$ cat src/rtl/uart_pkg.sv
// Shared state encoding and line constants for the UART transmitter.
package uart_pkg;

    typedef enum logic [2:0] {
        ST_IDLE,
        ST_START,
        ST_DATA,
        ST_PARITY,
        ST_STOP
    } tx_state_e;

    localparam logic [1:0] PAR_NONE     = 2'b00;
    localparam logic [1:0] PAR_EVEN     = 2'b01;
    localparam logic [1:0] PAR_ODD      = 2'b10;
    localparam logic [1:0] PAR_NONE_ALT = 2'b11;

    localparam logic TX_IDLE = 1'b1;

    function automatic logic par_enabled(input logic [1:0] mode);
        return (mode == PAR_EVEN) || (mode == PAR_ODD);
    endfunction

    function automatic logic par_odd(input logic [1:0] mode);
        return mode == PAR_ODD;
    endfunction

endpackage

$ cat src/rtl/uart_tx_fifo.sv
// Transmit FIFO: power-of-two depth, pointer-with-wrap-bit full/empty.
module uart_tx_fifo #(
    parameter int WIDTH = 8,
    parameter int DEPTH = 4
) (
    input  logic             clk,
    input  logic             rst,
    input  logic             push,
    input  logic             pop,
    input  logic [WIDTH-1:0] din,
    output logic [WIDTH-1:0] dout,
    output logic             full,
    output logic             empty
);

    localparam int AW = $clog2(DEPTH);
    localparam logic [AW:0] PTR_ONE = (AW+1)'(1);

    logic [WIDTH-1:0] r_mem [DEPTH];
    logic [AW:0]      r_wr_ptr;
    logic [AW:0]      r_rd_ptr;
    logic             w_wr;
    logic             w_rd;

    assign empty = r_wr_ptr == r_rd_ptr;
    assign full  = (r_wr_ptr[AW] != r_rd_ptr[AW]) &&
                   (r_wr_ptr[AW-1:0] == r_rd_ptr[AW-1:0]);
    assign dout  = r_mem[r_rd_ptr[AW-1:0]];

    assign w_wr = push && !full;
    assign w_rd = pop && !empty;

    always_ff @(posedge clk) begin
        if (rst) begin
            r_wr_ptr <= '0;
            r_rd_ptr <= '0;
        end else begin
            if (w_wr) begin
                r_wr_ptr <= r_wr_ptr + PTR_ONE;
            end
            if (w_rd) begin
                r_rd_ptr <= r_rd_ptr + PTR_ONE;
            end
        end
    end

    // Storage needs no reset; the pointers define validity.
    always_ff @(posedge clk) begin
        if (w_wr) begin
            r_mem[r_wr_ptr[AW-1:0]] <= din;
        end
    end

endmodule

$ cat src/rtl/uart_tx_param.sv
// Parameterised UART transmitter with FIFO, optional parity, 1/2 stop bits.
module uart_tx_param
    import uart_pkg::*;
#(
    parameter int DATA_W       = 8,
    parameter int CLKS_PER_BIT = 16,
    parameter int FIFO_DEPTH   = 4
) (
    input  logic              clk,
    input  logic              rst_n,
    input  logic              wr_en,
    input  logic [DATA_W-1:0] data_in,
    input  logic [1:0]        parity_mode,
    input  logic              stop2,
    output logic              TX,
    output logic              wr_done,
    output logic              full,
    output logic              busy,
    output logic              overflow,
    output logic [7:0]        count
);

    localparam int CW = (CLKS_PER_BIT > 1) ? $clog2(CLKS_PER_BIT) : 1;
    localparam int IW = $clog2(DATA_W);

    localparam logic [CW-1:0] BIT_LAST = CW'(CLKS_PER_BIT - 1);
    localparam logic [CW-1:0] BIT_PRE  = CW'(CLKS_PER_BIT - 2);
    localparam logic [CW-1:0] CNT_ONE  = CW'(1);
    localparam logic [IW-1:0] IDX_LAST = IW'(DATA_W - 1);
    localparam logic [IW-1:0] IDX_ONE  = IW'(1);

    tx_state_e         r_state;
    logic [CW-1:0]     r_clk_cnt;
    logic [IW-1:0]     r_bit_idx;
    logic [DATA_W-1:0] r_shift;
    logic              r_par_en;
    logic              r_par_bit;
    logic              r_stop2;
    logic              r_stop_idx;
    logic              r_tx;
    logic              r_wr_done;
    logic              r_overflow;
    logic [7:0]        r_count;

    logic              w_full;
    logic              w_empty;
    logic              w_push;
    logic              w_pop;
    logic              w_bit_end;
    logic              w_last_stop;
    logic              w_frame_end;
    logic [DATA_W-1:0] w_dout;

    assign w_push      = wr_en && !w_full;
    assign w_bit_end   = r_clk_cnt == BIT_LAST;
    assign w_last_stop = !r_stop2 || r_stop_idx;
    assign w_frame_end = (r_state == ST_STOP) && w_bit_end && w_last_stop;
    assign w_pop       = !w_empty && ((r_state == ST_IDLE) || w_frame_end);

    uart_tx_fifo #(
        .WIDTH (DATA_W),
        .DEPTH (FIFO_DEPTH)
    ) u_fifo (
        .clk   (clk),
        .rst   (rst_n),
        .push  (w_push),
        .pop   (w_pop),
        .din   (data_in),
        .dout  (w_dout),
        .full  (w_full),
        .empty (w_empty)
    );

    always_ff @(posedge clk) begin
        if (rst_n) begin
            r_state    <= ST_IDLE;
            r_clk_cnt  <= '0;
            r_bit_idx  <= '0;
            r_shift    <= '0;
            r_par_en   <= 1'b0;
            r_par_bit  <= 1'b0;
            r_stop2    <= 1'b0;
            r_stop_idx <= 1'b0;
            r_tx       <= TX_IDLE;
            r_wr_done  <= 1'b0;
            r_count    <= '0;
        end else begin
            r_wr_done <= 1'b0;
            r_clk_cnt <= w_bit_end ? '0 : r_clk_cnt + CNT_ONE;
            // Raise done one edge early so it is high on the final stop cycle.
            if (r_state == ST_STOP && r_clk_cnt == BIT_PRE && w_last_stop) begin
                r_wr_done <= 1'b1;
                r_count   <= r_count + 8'd1;
            end
            if (w_pop) begin
                r_state    <= ST_START;
                r_tx       <= 1'b0;
                r_clk_cnt  <= '0;
                r_shift    <= w_dout;
                r_par_en   <= par_enabled(parity_mode);
                r_par_bit  <= (^w_dout) ^ par_odd(parity_mode);
                r_stop2    <= stop2;
                r_stop_idx <= 1'b0;
            end else begin
                unique case (r_state)
                    ST_IDLE: begin
                        r_tx      <= TX_IDLE;
                        r_clk_cnt <= '0;
                    end
                    ST_START: begin
                        if (w_bit_end) begin
                            r_state   <= ST_DATA;
                            r_bit_idx <= '0;
                            r_tx      <= r_shift[0];
                        end
                    end
                    ST_DATA: begin
                        if (w_bit_end) begin
                            if (r_bit_idx == IDX_LAST) begin
                                if (r_par_en) begin
                                    r_state <= ST_PARITY;
                                    r_tx    <= r_par_bit;
                                end else begin
                                    r_state <= ST_STOP;
                                    r_tx    <= 1'b1;
                                end
                            end else begin
                                r_bit_idx <= r_bit_idx + IDX_ONE;
                                r_shift   <= r_shift >> 1;
                                r_tx      <= r_shift[1];
                            end
                        end
                    end
                    ST_PARITY: begin
                        if (w_bit_end) begin
                            r_state <= ST_STOP;
                            r_tx    <= 1'b1;
                        end
                    end
                    ST_STOP: begin
                        if (w_bit_end) begin
                            if (w_last_stop) begin
                                r_state <= ST_IDLE;
                            end else begin
                                r_stop_idx <= 1'b1;
                            end
                        end
                    end
                    default: begin
                        r_state <= ST_IDLE;
                        r_tx    <= TX_IDLE;
                    end
                endcase
            end
        end
    end

    // A push refused for fullness is flagged even if a pop frees space.
    always_ff @(posedge clk) begin
        if (rst_n) begin
            r_overflow <= 1'b0;
        end else begin
            r_overflow <= wr_en && w_full;
        end
    end

    assign TX       = r_tx;
    assign wr_done  = r_wr_done;
    assign overflow = r_overflow;
    assign count    = r_count;
    assign full     = w_full;
    assign busy     = (r_state != ST_IDLE) || !w_empty;

endmodule

$ cat config.mk
export PLATFORM = sky130hd
export DESIGN_NAME = uart_tx_param
export DESIGN_NICKNAME = d
export VERILOG_FILES = /design/src/rtl/uart_pkg.sv /design/src/rtl/uart_tx_fifo.sv /design/src/rtl/uart_tx_param.sv
export SDC_FILE = /design/constraint.sdc
export NUM_CORES = 1
export LEC_CHECK = 0
export ABC_AREA = 1
export CAP_MARGIN = 20
export CELL_PAD_IN_SITES_DETAIL_PLACEMENT = 1
export CELL_PAD_IN_SITES_GLOBAL_PLACEMENT = 1
export CORE_UTILIZATION = 47
export DETAILED_ROUTE_END_ITERATION = 8
export PLACE_DENSITY = 0.86
export SETUP_SLACK_MARGIN = 0.3
export SYNTH_ARGS = -nofsm -noshare
export SYNTH_HDL_FRONTEND = slang
export SYNTH_SLANG_ARGS = --single-unit
$ cat constraint.sdc
create_clock -name clk -period 4.4 [get_ports clk]
set_clock_uncertainty 0.15 [all_clocks]
set_input_delay 1.32 -clock clk [delete_from_list [all_inputs] [get_ports clk]]
set_output_delay 1.32 -clock clk [all_outputs]
set_load 0.01 [all_outputs]
# --- Yosys cells after proc, flatten, opt, wreduce, memory -nomap -nowiden ---
# Memory sizes are Yosys's and may differ from the RTL's. A register that Yosys moved wholly into a read port is not among the register bits.
# Cells that the tools add are included.
word_totals:
  latchBits: 0
  reg_bits: 39
  memories: 1
  mem_bits_ro: 0
  ram_bits: 32
  wordCells: 113
mem_list:
  columns: ["name", "depth", "word_bits", "rd", "rd_ports_with_merged_regs", "write_ports", "line", "text"]
  rows:
  - ["u_fifo.r_mem", 4, 8, 1, 1, 1, "uart_tx_fifo.sv:19", "logic [WIDTH-1:0] r_mem [DEPTH];"]
classes:
  order_cmp: 0
  div: 0
  n_mul: 0
  shift: 0
  add_sub_neg: 5
  n_reduce_logical: 31
  n_bitwise: 4
  n_eq_ne: 28
  n_mux: 29
ops:
  columns: ["cell", "count"]
  rows:
  - ["$mux W8", 4]
  - ["$mux W3", 10]
  - ["$ne A3 B2 Y1 const B", 6]
  - ["$pmux W3 S5", 1]
  - ["$ne A2 B2 Y1 const B", 7]
  - ["$reduce_and A7 Y1", 2]
  - ["$logic_and A1 B1 Y1", 10]
  - ["$mux W1", 10]
  - ["$add A3 B1 Y3 const B", 3]
  - ["$add A8 B1 Y8 const B", 1]
  - ["$eq A4 B4 Y1 const B", 2]
  - ["$reduce_xor A8 Y1", 1]
  - ["$eq A3 B2 Y1 const B", 2]
  - ["$eq A3 B3 Y1 const B", 2]
  - ["$ne A2 B1 Y1 const B", 3]
  - ["$pmux W3 S2", 1]
  - ["$reduce_and A3 Y1", 2]
  - ["$reduce_bool A2 Y1", 3]
  - ["$reduce_and A5 Y1", 1]
  - ["$add A4 B1 Y4 const B", 1]
  - ["$logic_or A1 B1 Y1", 4]
  - ["$mux W2", 2]
  - ["$pmux W1 S4", 1]
  - ["$reduce_and A4 Y1", 1]
  - ["13 further kinds", 17]

# --- Depth between registers and ports, before layout ---
# Gate-level depths: netlist of the first run.
depth:
  depth_word: 8
  mapped_depth: 16

# --- Cells and area by module ---
# A second synthesis of the first run with hierarchy kept.
hier_totals:
  cells_unflattened: 414
  area_unflattened_um2: 3497.1
modules_own_cells:
  columns: ["module", "area_per_inst_um2", "instances", "cells_each"]
  rows:
  - ["uart_tx_param", 1798.0, 1, 264]
  - ["uart_tx_fifo", 1699.1, 1, 150]

# --- Worst setup path after synthesis of the first run ---
# Ideal clock, no wire load.
synth_timing:
  kind: "flip-flop to output port"
  from: "register u_fifo.r_rd_ptr[0]"
  to: "output busy"
  path_buffers: 0
  arrival_ps: 991
  slack_ps: 1939
  stages_incl_launch_ff: 4
  cell_sequence: "dfxtp_1 xnor2_1 nand3_1 or2_2"
synth_via:
  elab_chain_len: 3
synth_lines:
  columns: ["item", "line", "text"]
  rows:
  - ["start, declared", "uart_tx_fifo.sv:21", "logic [AW:0] r_rd_ptr;"]
  - ["start signal, assigned", "uart_tx_fifo.sv:42", "r_rd_ptr <= r_rd_ptr + PTR_ONE;"]
  - ["$eq A3 B3 Y1", "uart_tx_fifo.sv:25", "assign empty = r_wr_ptr == r_rd_ptr;"]
  - ["$logic_not A1 Y1", "uart_tx_param.sv:172", "assign busy = (r_state != ST_IDLE) || !w_empty;"]
  - ["$logic_or A1 B1 Y1", "uart_tx_param.sv:172", null]
  - ["end, declared", "uart_tx_param.sv:18", "output logic busy,"]
# Every way passes these cells.

# --- Worst setup path after layout of the first run ---
layout_timing:
  from: "register u_fifo.r_rd_ptr[2]"
  to: "output busy"
# The elaborated chain is that of the path after synthesis.

==> results of run 1 <==
-- area by class of cell --
class | count | area [um^2] | share of cell area [%]
well taps | 96 | 120.1 | 3.058
repair buffers | 26 | 260.3 | 6.626
flip-flops and latches | 73 | 1782 | 45.36
clock buffers | 9 | 123.9 | 3.154
inverters | 51 | 195.2 | 4.970
clock inverters | 7 | 83.83 | 2.134
multi-input cells | 261 | 1363 | 34.69
-- tightest hold or removal path, stage by stage, from the launching register on --
cell and delay [ps]:
dfxtp_1 320, nand2_1 60, a21oi_1 50
-- state kept, by name, indices dropped and copies added (netlist names), named ones only --
name,flops
overflow,1
r_bit_idx,3
r_stop2,1
u_fifo.r_mem,32
count,8
r_stop_idx,1
r_par_en,1
r_par_bit,1
r_shift,8
TX,1
wr_done,1
r_state,3
u_fifo.r_wr_ptr,3
u_fifo.r_rd_ptr,3
r_clk_cnt,4
-- final timing paths --
path	start	endpoint	slack, ps	depth (start not counted)
min	r_bit_idx[1]	r_bit_idx[1]	320	2
max reg2reg	flip-flop	r_par_bit	2040	13
max	u_fifo.r_rd_ptr[2]	busy	960	4
min reg2reg	r_bit_idx[1]	r_bit_idx[1]	320	2
-- metal layers --
layer	up-vias	track usage, %	wire, um
met2	42	37.72	3952
met5	-	0	0
met3	11	5.498	229
met4	0	8.197	104
li1	1352	-	-
met1	1314	28.22	3601
-- through the flow --
| stage | utilization [%] | cells | setup WS, ps |
|---|---|---|---|
| final | 56.87 | 523 | 958.6 |
| after detailed placement | 53.86 | 507 | 1187 |
| after CTS | 56.87 | 523 | 934.3 |
| after global placement | 53.86 | 507 | 1240 |
| after floorplan | - | 394 | 1939 |
| after global routing | 56.87 | 523 | 871.4 |
-- layout by cell type (no fill, tap or decap), types with 2 or more instances in the layout --
master,netlist,routed
clkbuf_8,0,9
xnor2_1,3,3
nor2_4,4,4
nand2_2,7,7
nor2_2,2,2
o21ai_1,6,6
clkdlybuf4s50_1,0,26
nand4_1,2,2
inv_1,38,38
nand3_1,32,32
nor3_1,3,3
nor2_1,25,25
a21oi_1,26,26
edfxtp_1,32,32
dfxtp_1,41,41
nand2_1,104,104
nand2_4,3,3
ha_1,11,11
a31oi_1,4,4
inv_2,10,10
o21ai_0,16,16
inv_6,0,3
-- cells by family after synthesis --
group	count (synthesis)	share of synthesized area, %
AND/OR/NAND/NOR	189	25.22
flip-flops	73	52.28
buffers and inverters	60	7.746
AO/OA/AOI/OAI	56	9.031
adder cells (fa/ha/maj)	11	4.038
XOR/XNOR	4	1.028
multiplexers	1	0.6607
-- cells in the mapped netlist, types with 6 or more instances --
master	count	area, um^2
a21oi_1	26	130.1
dfxtp_1	41	820.8
edfxtp_1	32	960.9
ha_1	11	137.6
inv_1	38	142.6
inv_2	10	37.54
nand2_1	104	390.4
nand2_2	7	43.79
nand3_1	32	160.2
nor2_1	25	93.84
o21ai_0	16	80.08
o21ai_1	6	30.03
-- where the power goes --
part	total, W	leakage, nW	internal (W)	switching (W)
Combinational	0.000734	0.876	0.000246	0.000488
Sequential	0.000905	0.628	0.000807	0.0000976
Clock	0.000556	0.103	0.000273	0.000283
==> flow_summary.ini, run 1 <==
[setup_path]
path_cells = xnor2_1 > nand3_1 > or2_2 > clkdlybuf4s50_1
cp_max_fo = 3
end_kind = output pin
crit_path_start_kind = flip-flop
cp.arrival_ps = 1970
slowest_stage = clkdlybuf4s50_1
cpLargestDelayFamily = simple AND/OR/NAND/NOR gates
required_ps = 2930
path_class = flip-flop to output pin
cpPeakStageDelay_ps = 480
crit_buf_inv = 1

[die]
ioPinCount = 27
core_mm2 = 0.006907
rows = 30
die_x_um = 87.16
start_util_pct = 49.35
die-area_mm2 = 0.007596
die_h_um = 87.16

[clock_tree]
post_cts_buffers = 0
cts_buffer_depth = 2
cts_buffers = 9
h-tree-depth = 3
cts_tree = done
clk_root_buffer_cell = clkbuf_8
clock-sinks = 73
clk_pin_slew_ps = 80
clkLatencyLatePin_ps = 360
ctsResizeCount = 0
cts_hold_buf = 0

[sta]
fin_setup_tns_ps = 0
tightest_slew_ps = 889.7
fin_crit_sh_pct = 78.21
slew_viol_final = 0
clock.fmax_mhz = 290.6
setup_violations = 0
slew_headroom_pct = 40.47
rsz0062_at_grt = false
fin_crit_ps = 3441
whs_ps = 324.0
finalHoldViolations = 0

[global_route]
grt_pass1_wl_um = 12680
antenna_found_initial = 0
grt_overflow = 0
grt_max_degree = 19
grt_pass1_vias = 2675
grtUsageTotal_pct = 22.48

[route]
postRouteAntennaNets = 0
drc = 0
wl_um = 7889
dr.pass1.iters = 4
drt_iter0_drc = 90
detail_route.wl_per_cell_um = 15.08
via_per_inst = 5.199
via_count = 2719

[logic_synthesis]
synth_area_mm2 = 0.003408
synth_cells = 394
synth.distinct_cells = 39
synthArstFlopShare_pct = 0
synth_seq_cells = 73
synthFlopType = dfxtp_1
synth-edff-count = 32
yosys_warnings = 0
avgSynthCellArea_um2 = 8.650
ys_seq_area_share_pct = 52.28
syn_nets = 419

[run_status]
status = finished, final reports clean

[power_and_ir_drop]
total_power_w = 0.002194
p_leak_nw = 1.607
irDropWorstVdd_mv = 0.2915
powerDensity_mw_per_mm2 = 558.6

[flow_run]
maxCapViolations = 0

[placement]
gp_congestion = 0.7761
hpwlAfterDp_um = 5516
port_buffers = 26
placed_cell_area_mm2 = 0.003720

[min_path]
hp-class = flip-flop to flip-flop

[finish]
drive_gt1_share_pct = 11.71
finalNetCount = 447
nFillCells = 844
stdcell_area_mm2 = 0.003928
area_growth_pct = 15.24
diodes = 0
(Power assumes the default switching activity.)
==> run 2, diff against run 1 <==
--- a/config.mk
+++ b/config.mk
@@ -9,9 +9,9 @@
 export CAP_MARGIN = 20
 export CELL_PAD_IN_SITES_DETAIL_PLACEMENT = 1
 export CELL_PAD_IN_SITES_GLOBAL_PLACEMENT = 1
-export CORE_UTILIZATION = 47
+export CORE_UTILIZATION = 40
 export DETAILED_ROUTE_END_ITERATION = 8
-export PLACE_DENSITY = 0.86
+export PLACE_DENSITY = 0.78
 export SETUP_SLACK_MARGIN = 0.3
 export SYNTH_ARGS = -nofsm -noshare
 export SYNTH_HDL_FRONTEND = slang
==> constraint.sdc (replaced) <==
create_clock -name clk -period 2.85 [get_ports clk]
set_clock_uncertainty 0.15 [all_clocks]
set_input_delay 0.855 -clock clk [delete_from_list [all_inputs] [get_ports clk]]
set_output_delay 0.855 -clock clk [all_outputs]
set_load 0.01 [all_outputs]
==> run 2 against run 1 <==
Net effect: via count is 0.99% lower; count of clock-buffer cells in the layout unchanged; setup slack got worse by 670 ps; sequential share of layout area decreased by 0.97 points; global-route usage shrank 4.0 points; critical path depth increased by 1; first-iteration DRC count decreased by 3.3%; design area rose by 2.8%; combinational power is 63% higher; core utilization down 7.7 points; critical path type unchanged; critical endpoint is now full; largest power group unchanged; highest routed layer unchanged.
==> flow_summary.ini, run 2 (synthesized netlist as in run 1, its figures left out) <==
[setup_path]
slowest_stage = dfxtp_4
cpPeakStageDelay_ps = 370
crit_end = full
cp_max_fo = 5
path_cells = xnor2_2 > buf_4 > nand2_1 > nor2_2 > dlygate4sd2_1
r2r_cells = 12
setup.worst_path.start = u_fifo.r_rd_ptr[0]
cp.arrival_ps = 1550
required_ps = 1850
path_class = flip-flop to output pin
crit_buf_inv = 2
r2r_slack_ps = 720
end_kind = output pin
crit_path_start_kind = flip-flop
critical_path_depth = 5
reg2reg_to = r_clk_cnt[2]
r2r-start = r_clk_cnt[0]
cpLargestDelayFamily = buffers and inverters

[clock_tree]
clk_root_buffer_cell = clkbuf_8
clkLatencyLatePin_ps = 350
cts_buffers = 9
cts_tree = done
clock-sinks = 73
clk_pin_slew_ps = 80
cts_hold_buf = 0
cts_buffer_depth = 2
h-tree-depth = 3

[route]
top_layer_used = met4
drc = 0
via_per_inst = 4.967
detail_route.wl_per_cell_um = 13.95
dr.pass1.iters = 4
wl_um = 7563
met3_length_um = 186
postRouteAntennaNets = 0
drt_iter0_drc = 87
via_count = 2692
route.met2.wl_um = 3707
met1_length_um = 3557

[die]
rows = 33
die_x_um = 94.31
die_h_um = 94.31
start_util_pct = 41.48
core_mm2 = 0.008217
die-area_mm2 = 0.008893
ioPinCount = 27

[placement]
port_buffers = 26
dp_cells = 523
hpwlAfterDp_um = 5348
gp_congestion = 0.7791

[sta]
whs_ps = 314.4
clock.fmax_mhz = 390.9
slew_viol_final = 0
setup_violations = 0
rsz0062_at_grt = true
fin_crit_ps = 2558
slew_headroom_pct = 64.06
finalHoldViolations = 0
tightest_slew_ps = 538.5
fin_crit_sh_pct = 89.77
fin_setup_tns_ps = 0

[global_route]
grt_overflow = 0
antenna_found_initial = 0
grt_max_degree = 19
grt_pass1_wl_um = 12310
grtUsageTotal_pct = 18.43
grt_pass1_vias = 2597

[finish]
largest_reg_flops = 32
fin_util_pct = 49.15
layout_common_cells = 103 x nand2_1, 38 x inv_1, 34 x dfxtp_1
instances_no_fill = 542
diodes = 0
drive_gt1_share_pct = 16.70
final_common_cell = nand2_1
finalNetCount = 457
area_growth_pct = 18.50

[flow_run]
maxCapViolations = 0

[min_path]
hp-class = flip-flop to flip-flop

[power_and_ir_drop]
p_leak_nw = 1.654
irDropWorstVdd_mv = 0.3485
powerDensity_mw_per_mm2 = 836.2

[run_status]
status = finished, final reports clean
-- run 2: cell types whose count changed in the layout (fill, tap and decap cells not counted), sizes merged --
| cell | change |
|---|---|
| clkinvlp | +4 |
| clkdlybuf4s50 | -2 |
| dlygate4sd2 | +1 |
| clkbuf | +1 |
| inv | -4 |
| buf | +10 |
-- run 2: timing repair --
item                                    in CTS  in global routing
gates resized for setup                     10                  8
buffers inserted                             0                  3
pin swaps                                    0                  4
endpoints found under the setup margin       2                  1
-- run 2: worst min path at each step --
stage                       startpoint           end  cells past startpoint
after floorplan           r_bit_idx[0]  r_bit_idx[0]                      1
after global placement    r_clk_cnt[0]  r_clk_cnt[0]                      1
after detailed placement    r_shift[7]    r_shift[7]                      2
after CTS                   r_shift[7]    r_shift[7]                      2
after global routing        r_shift[7]    r_shift[7]                      2
final                       r_shift[7]    r_shift[7]                      2
-- run 2: power by group --
group	internal [W]	switching [W]	total, W
combinational	0.000421	0.000778	0.00120
sequential	0.00125	0.000123	0.00138
clock	0.000400	0.000403	0.000803
total	0.00207	0.00130	0.00338
-- run 2: final cells by class --
type	count	area (um^2)
repair buffers	36	329.1
flip-flops and latches	73	1793
clock inverters	7	71.32
clock buffers	9	123.9
fillers	977	4178
inverters	51	195.2
well taps	105	131.4
multi-input cells	261	1395
-- run 2: tightest hold or removal path, cell delays in order, from the launching register on --
cell and delay (ps):
dfxtp_1 310, nand2_1 60, a21oi_1 50
-- run 2: per-layer routing --
layer / global-route usage (%) / up-vias
li1: - / 1363
met1: 23.88 / 1289
met2: 30.25 / 29
met3: 3.155 / 11
met4: 7.821 / 0
met5: 0 / -
-- run 2: per-stage QoR --
step	area [um^2]	total power (W)	worst slack, ps
after floorplan	3408	0.002273	854.0
after global placement	3784	0.002486	312.5
after detailed placement	3784	0.002547	261.0
after CTS	4010	0.003370	154.1
after global routing	4039	0.003616	225.1
final	4039	0.003377	291.6
